$ cat src/rtl/onchip_rom_port_arbiter.sv
// ---------------------------------------------------------------------------
// onchip_rom_port_arbiter
//
// Shares one single-port on-chip ROM/RAM (DEPTH words of DATA_W bits) between
// two Avalon-MM masters.
//
// Operation:
//   - Grants are round-robin, with one transaction in flight at a time.
//   - The memory's one-cycle read latency is turned into a registered
//     readdatavalid pulse to the master that issued the read.
//   - Out-of-range accesses are never written to memory.
//   - Out-of-range accesses, and in-range writes made without debugaccess,
//     are counted in a saturating error counter.
//
// Ports:
//   clk, reset          - system clock, synchronous active-high reset
//   m0_* / m1_*         - Avalon-MM slave ports for the two masters:
//                         read, write, address, byteenable, writedata and
//                         debugaccess in; waitrequest, readdata and
//                         readdatavalid out
//   mem_*               - memory-side command outputs and the memory's q
//                         (mem_readdata in)
//   err_count           - saturating count of rejected accesses
//
// Transaction timeline:
//   IDLE    request sampled and registered
//   ACCEPT  waitrequest low to the winner; memory command driven
//   RDATA   (reads only) memory data captured
// ---------------------------------------------------------------------------
module onchip_rom_port_arbiter #(
    parameter int                ADDR_W   = 12,
    parameter int                DEPTH    = 2560,
    parameter int                DATA_W   = 32,
    parameter int                BE_W     = 4,
    parameter logic [DATA_W-1:0] OOR_DATA = {DATA_W{1'b0}}
) (
    input  logic              clk,
    input  logic              reset,
    input  logic              m0_read,
    input  logic              m0_write,
    input  logic [ADDR_W-1:0] m0_address,
    input  logic [BE_W-1:0]   m0_byteenable,
    input  logic [DATA_W-1:0] m0_writedata,
    input  logic              m0_debugaccess,
    output logic              m0_waitrequest,
    output logic [DATA_W-1:0] m0_readdata,
    output logic              m0_readdatavalid,
    input  logic              m1_read,
    input  logic              m1_write,
    input  logic [ADDR_W-1:0] m1_address,
    input  logic [BE_W-1:0]   m1_byteenable,
    input  logic [DATA_W-1:0] m1_writedata,
    input  logic              m1_debugaccess,
    output logic              m1_waitrequest,
    output logic [DATA_W-1:0] m1_readdata,
    output logic              m1_readdatavalid,
    output logic [ADDR_W-1:0] mem_address,
    output logic [BE_W-1:0]   mem_byteenable,
    output logic [DATA_W-1:0] mem_writedata,
    output logic              mem_chipselect,
    output logic              mem_write,
    output logic              mem_debugaccess,
    output logic              mem_clken,
    input  logic [DATA_W-1:0] mem_readdata,
    output logic [15:0]       err_count
);

    typedef enum logic [1:0] {
        S_IDLE   = 2'd0,
        S_ACCEPT = 2'd1,
        S_RDATA  = 2'd2
    } state_e;

    localparam logic [ADDR_W:0] DEPTH_L = (ADDR_W+1)'(DEPTH);
    localparam logic [15:0]     ERR_MAX = 16'hFFFF;

    state_e              state_q, state_d;
    logic                grant_q, grant_d;          // 0 = m0, 1 = m1
    logic                last_grant_q, last_grant_d;
    logic [ADDR_W-1:0]   addr_q, addr_d;
    logic [BE_W-1:0]     be_q, be_d;
    logic [DATA_W-1:0]   wdata_q, wdata_d;
    logic                dbg_q, dbg_d;
    logic                wr_q, wr_d;
    logic                oor_q, oor_d;
    logic                cs_q, cs_d;
    logic                mwr_q, mwr_d;
    logic                wait0_q, wait0_d;
    logic                wait1_q, wait1_d;
    logic [DATA_W-1:0]   rdata0_q, rdata0_d;
    logic [DATA_W-1:0]   rdata1_q, rdata1_d;
    logic                rvalid0_q, rvalid0_d;
    logic                rvalid1_q, rvalid1_d;
    logic [15:0]         err_q, err_d;

    logic                m0_req_s, m1_req_s;
    logic                gsel_s;
    logic [ADDR_W-1:0]   sel_addr_s;
    logic                sel_wr_s;
    logic                sel_oor_s;
    logic [DATA_W-1:0]   rd_value_s;
    logic                reject_s;

    assign m0_req_s   = m0_read | m0_write;
    assign m1_req_s   = m1_read | m1_write;
    assign sel_addr_s = gsel_s ? m1_address : m0_address;
    // read+write together counts as a write
    assign sel_wr_s   = gsel_s ? m1_write : m0_write;
    assign sel_oor_s  = ({1'b0, sel_addr_s} >= DEPTH_L);
    assign rd_value_s = oor_q ? OOR_DATA : mem_readdata;
    assign reject_s   = oor_q | (wr_q & ~dbg_q);

    // Round-robin pick: on a tie the master that was not granted last wins.
    always_comb begin
        if (m0_req_s & m1_req_s) begin
            gsel_s = ~last_grant_q;
        end else if (m1_req_s) begin
            gsel_s = 1'b1;
        end else begin
            gsel_s = 1'b0;
        end
    end

    // Next-state and next-output logic of the transaction sequencer.
    always_comb begin
        state_d      = state_q;
        grant_d      = grant_q;
        last_grant_d = last_grant_q;
        addr_d       = addr_q;
        be_d         = be_q;
        wdata_d      = wdata_q;
        dbg_d        = dbg_q;
        wr_d         = wr_q;
        oor_d        = oor_q;
        cs_d         = 1'b0;
        mwr_d        = 1'b0;
        wait0_d      = 1'b1;
        wait1_d      = 1'b1;
        rdata0_d     = rdata0_q;
        rdata1_d     = rdata1_q;
        rvalid0_d    = 1'b0;
        rvalid1_d    = 1'b0;
        err_d        = err_q;
        case (state_q)
            S_IDLE: begin
                if (m0_req_s | m1_req_s) begin
                    // The command registers feed mem_* directly in ACCEPT.
                    grant_d = gsel_s;
                    addr_d  = sel_addr_s;
                    be_d    = gsel_s ? m1_byteenable  : m0_byteenable;
                    wdata_d = gsel_s ? m1_writedata   : m0_writedata;
                    dbg_d   = gsel_s ? m1_debugaccess : m0_debugaccess;
                    wr_d    = sel_wr_s;
                    oor_d   = sel_oor_s;
                    cs_d    = 1'b1;
                    mwr_d   = sel_wr_s & ~sel_oor_s;
                    wait0_d = gsel_s;
                    wait1_d = ~gsel_s;
                    state_d = S_ACCEPT;
                end else begin
                    state_d = S_IDLE;
                end
            end
            S_ACCEPT: begin
                last_grant_d = grant_q;
                // One increment per access even if both reasons apply.
                if (reject_s && (err_q != ERR_MAX)) begin
                    err_d = err_q + 16'd1;
                end else begin
                    err_d = err_q;
                end
                if (wr_q) begin
                    state_d = S_IDLE;
                end else begin
                    state_d = S_RDATA;
                end
            end
            S_RDATA: begin
                if (grant_q) begin
                    rdata1_d  = rd_value_s;
                    rvalid1_d = 1'b1;
                end else begin
                    rdata0_d  = rd_value_s;
                    rvalid0_d = 1'b1;
                end
                state_d = S_IDLE;
            end
            default: begin
                state_d = S_IDLE;
            end
        endcase
    end

    // State and registered outputs, with synchronous reset.
    always_ff @(posedge clk) begin
        if (reset) begin
            state_q      <= S_IDLE;
            grant_q      <= 1'b0;
            last_grant_q <= 1'b1;
            addr_q       <= {ADDR_W{1'b0}};
            be_q         <= {BE_W{1'b0}};
            wdata_q      <= {DATA_W{1'b0}};
            dbg_q        <= 1'b0;
            wr_q         <= 1'b0;
            oor_q        <= 1'b0;
            cs_q         <= 1'b0;
            mwr_q        <= 1'b0;
            wait0_q      <= 1'b1;
            wait1_q      <= 1'b1;
            rdata0_q     <= {DATA_W{1'b0}};
            rdata1_q     <= {DATA_W{1'b0}};
            rvalid0_q    <= 1'b0;
            rvalid1_q    <= 1'b0;
            err_q        <= 16'd0;
        end else begin
            state_q      <= state_d;
            grant_q      <= grant_d;
            last_grant_q <= last_grant_d;
            addr_q       <= addr_d;
            be_q         <= be_d;
            wdata_q      <= wdata_d;
            dbg_q        <= dbg_d;
            wr_q         <= wr_d;
            oor_q        <= oor_d;
            cs_q         <= cs_d;
            mwr_q        <= mwr_d;
            wait0_q      <= wait0_d;
            wait1_q      <= wait1_d;
            rdata0_q     <= rdata0_d;
            rdata1_q     <= rdata1_d;
            rvalid0_q    <= rvalid0_d;
            rvalid1_q    <= rvalid1_d;
            err_q        <= err_d;
        end
    end

    // Waitrequest is forced high for the whole time reset is asserted,
    // not only after the reset edge.
    assign m0_waitrequest   = wait0_q | reset;
    assign m1_waitrequest   = wait1_q | reset;
    assign m0_readdata      = rdata0_q;
    assign m1_readdata      = rdata1_q;
    assign m0_readdatavalid = rvalid0_q;
    assign m1_readdatavalid = rvalid1_q;
    assign mem_address      = addr_q;
    assign mem_byteenable   = be_q;
    assign mem_writedata    = wdata_q;
    assign mem_chipselect   = cs_q;
    assign mem_write        = mwr_q;
    assign mem_debugaccess  = dbg_q;
    assign mem_clken        = 1'b1;
    assign err_count        = err_q;

endmodule
$ cat config.mk
export PLATFORM = sky130hd
export DESIGN_NAME = onchip_rom_port_arbiter
export DESIGN_NICKNAME = d
export VERILOG_FILES = /design/src/rtl/onchip_rom_port_arbiter.sv
export SDC_FILE = /design/constraint.sdc
export NUM_CORES = 1
export LEC_CHECK = 0
export ABC_AREA = 1
export CAP_MARGIN = 15
export CORE_UTILIZATION = 28
export CTS_BUF_LIST = sky130_fd_sc_hd__clkbuf_16
export CTS_CLUSTER_DIAMETER = 80
export DETAILED_ROUTE_END_ITERATION = 7
export PLACE_DENSITY_LB_ADDON = 0.1
export SLEW_MARGIN = 20
export SYNTH_ARGS = -nofsm -noshare
export SYNTH_HDL_FRONTEND = slang
export SYNTH_SLANG_ARGS = --single-unit
export TNS_END_PERCENT = 20
$ cat constraint.sdc
create_clock -name clk -period 1.9 [get_ports clk]
set_input_delay 0.285 -clock clk [delete_from_list [all_inputs] [get_ports clk]]
set_output_delay 0.285 -clock clk [all_outputs]
set_load 0.01 [all_outputs]
==> impl_metrics.tcl <==
set metrics [dict create \
    status "finished, final reports clean" \
    final_common_cell "clkdlybuf4s50_1" \
    synth_edf_count 0 \
    comb_power_share_pct 19.2 \
    fin_skew_ns 0.01229 \
    final_cell_mix "clkdlybuf4s50_1, nand3_1, dfxtp_1, nand2_1, nor2_1" \
    syn_area_um2 5853 \
    postRouteAntennaNets 0 \
    fmax_mhz 552.6 \
    cts_root_buf "clkbuf_16" \
    antenna_found_initial 0 \
    power_frac_clock_pct 41.2 \
    clk_path_buf_depth 2 \
    clkTransAtPathRegs_ns 0.06 \
    place_ws_ns 0.01192 \
    crit_path_end_kind "output port" \
    cts_resized 0 \
    grt_max_degree 53 \
    overflow 0 \
    hold_viol_final 0 \
    via_per_inst 4.597 \
    worst_pin_slew_ns 0.4998 \
    yosysUniqueCellTypes 29 \
    internal-power_uw 6053 \
    pwr-share-seq_pct 39.6 \
    ctsHoldBuffers 0 \
    htree_levels 4 \
    design.portCount 272 \
    insertedDiodeCount 0 \
    r2r_setup_slack_ns 0.23 \
    hold_class "input port to register" \
    cts_tree "done" \
    area_growth_pct 62.83 \
    rows 52 \
    cellLeakagePower_uw 0.003716 \
    fin_nets 1185 \
    rsz0062_at_grt "false" \
    post_cts_buffers 0 \
    gp_congestion 0.7733 \
    synth_flop_cell "dfxtp_1" \
    powerDensity_nw_per_um2 869.9 \
    drc_errors 0 \
    synth_cells 793 \
    swShare_pct 26.99 \
    setup_violations 0 \
    syn-num-nets 930 \
    cts_made_buffers 17 \
    clkSinkCount 141 \
    relSlewSlack_pct 66.64 \
    die_h_um 146.6 \
    num_vias 6119 \
    critPathRequiredTime_ns 1.62 \
    max_cap_violations 0 \
    final.setup.tns_ns 0 \
    firstDrtPassIters 4 \
    initial_utilization_pct 28.74 \
    drt-total-wl_um 20060 \
    path_class "register to output port" \
    gr-usage-all-layers_pct 18.97 \
    slew_viol_final 0 \
    async_reset_ff_share_pct 0 \
    vdd_drop_max_mv 0.6121 \
    coreArea_um2 20360 \
    ys_seq_area_share_pct 48.23 \
    die_width_um 146.6 \
    switchingPower_uw 2237 \
    crit_arrival_ns 1.52 \
    wl_per_cell_um 15.07 \
    fin_ws_ns 0.09028 \
    startpoint_type "register" \
    grt_pass1_vias 5889 \
    min_period_ns 1.810 \
    drt_iter0_drc 189 \
    finalCritPeriodShare_pct 95.25 \
    dieArea_um2 21490 \
    portBuffers 270 \
    synth_seq_cells 141 \
    grt_pass1_wl_um 32010 \
    clk_latency_ns 0.42 \
    dp_hpwl_um 14240 \
    cp_max_fo 1 \
    drive_above_1_share_pct 8.011 \
    yosys_warnings 0 \
    avgSynthCellArea_um2 7.381 \
]
## cell type report
type | count | area, µm²
fillers | 2045 | 10830
multi-input cells | 548 | 2610
clock inverters | 15 | 170.2
well taps | 270 | 337.8
clock buffers | 17 | 425.4
repair buffers | 291 | 2980
inverters | 49 | 183.9
flip-flops and latches | 141 | 2823
## worst paths after layout
check | depth (start not counted) | startpoint | endpoint
hold / removal | 4 | reset | wait0_q
setup / recovery | 2 | wait0_q | m0_waitrequest
hold reg to reg | 2 | m0_readdata[9] | m0_readdata[9]
setup reg to reg | 7 | err_count[1] | err_count[14]
## critical path, cell delays in order (launching register included)
cell,delay (ns)
dfxtp_1,0.29
or2_2,0.26
clkdlybuf4s50_1,0.56
## logic make-up (layout without fill, tap and decap cells)
kind of cell	after synthesis	after routing	synth area share, %
compound gates	129	129	12.29
xor+xnor	7	7	1.047
fa+ha+maj	1	1	0.2137
buf+inv	104	372	7.311
flops	141	141	48.23
other cells	1	1	0.06407
simple gates	410	410	30.85
## cell usage after synthesis, types with 5 or more instances
cell,instances,share of area [%]
nand2_1,126,8.1
o31ai_1,8,1.0
inv_2,8,0.51
dfxtp_1,141,48
nand3_1,167,14
inv_1,41,2.6
o21ai_0,47,4.0
buf_1,7,0.45
a21oi_1,48,4.1
a21oi_2,10,1.5
clkbuf_1,27,1.7
o21ai_1,13,1.1
xnor2_1,5,0.75
nor2_1,100,6.4
buf_2,18,1.5
## power by group through the flow
stage,sequential [µW],combinational [µW],clock (µW)
2_1_floorplan,3430,566,0
3_5_place_dp,3350,1610,0
3_3_place_gp,3350,1610,0
4_1_cts,3290,1620,3500
6_report,3290,1590,3410
5_1_grt,3310,1740,3620
## sequential cells by signal, indices dropped and copies added (netlist names), 2 cells and up
| name | cells |
|---|---|
| m0_readdata | 32 |
| state_q | 2 |
| mem_byteenable | 4 |
| mem_address | 12 |
| err_count | 16 |
| mem_writedata | 32 |
| m1_readdata | 32 |
## metal layers
metal  share of wire (%)  vias up  GRT usage, %
met3                 7.7       30         6.656
li1                    -     3131             -
met5                   0        -             0
met1                  44     2764         23.45
met2                  46      194         29.64
met4                 2.6        0         8.281
## metrics by stage
stage / hold WS, ns / power [µW] / util [%] / cells / area (µm²)
after floorplan: 0.4172 / 3996 / - / 793 / 5853
after global placement: 0.4526 / 4964 / 43.85 / 1299 / 8930
after detailed placement: 0.4552 / 4959 / 43.85 / 1299 / 8930
after CTS: 0.3728 / 8410 / 46.77 / 1331 / 9525
after global routing: 0.4173 / 8673 / 46.80 / 1331 / 9530
final: 0.3861 / 8290 / 46.80 / 1331 / 9530
Power figures use the tool's default switching activity.
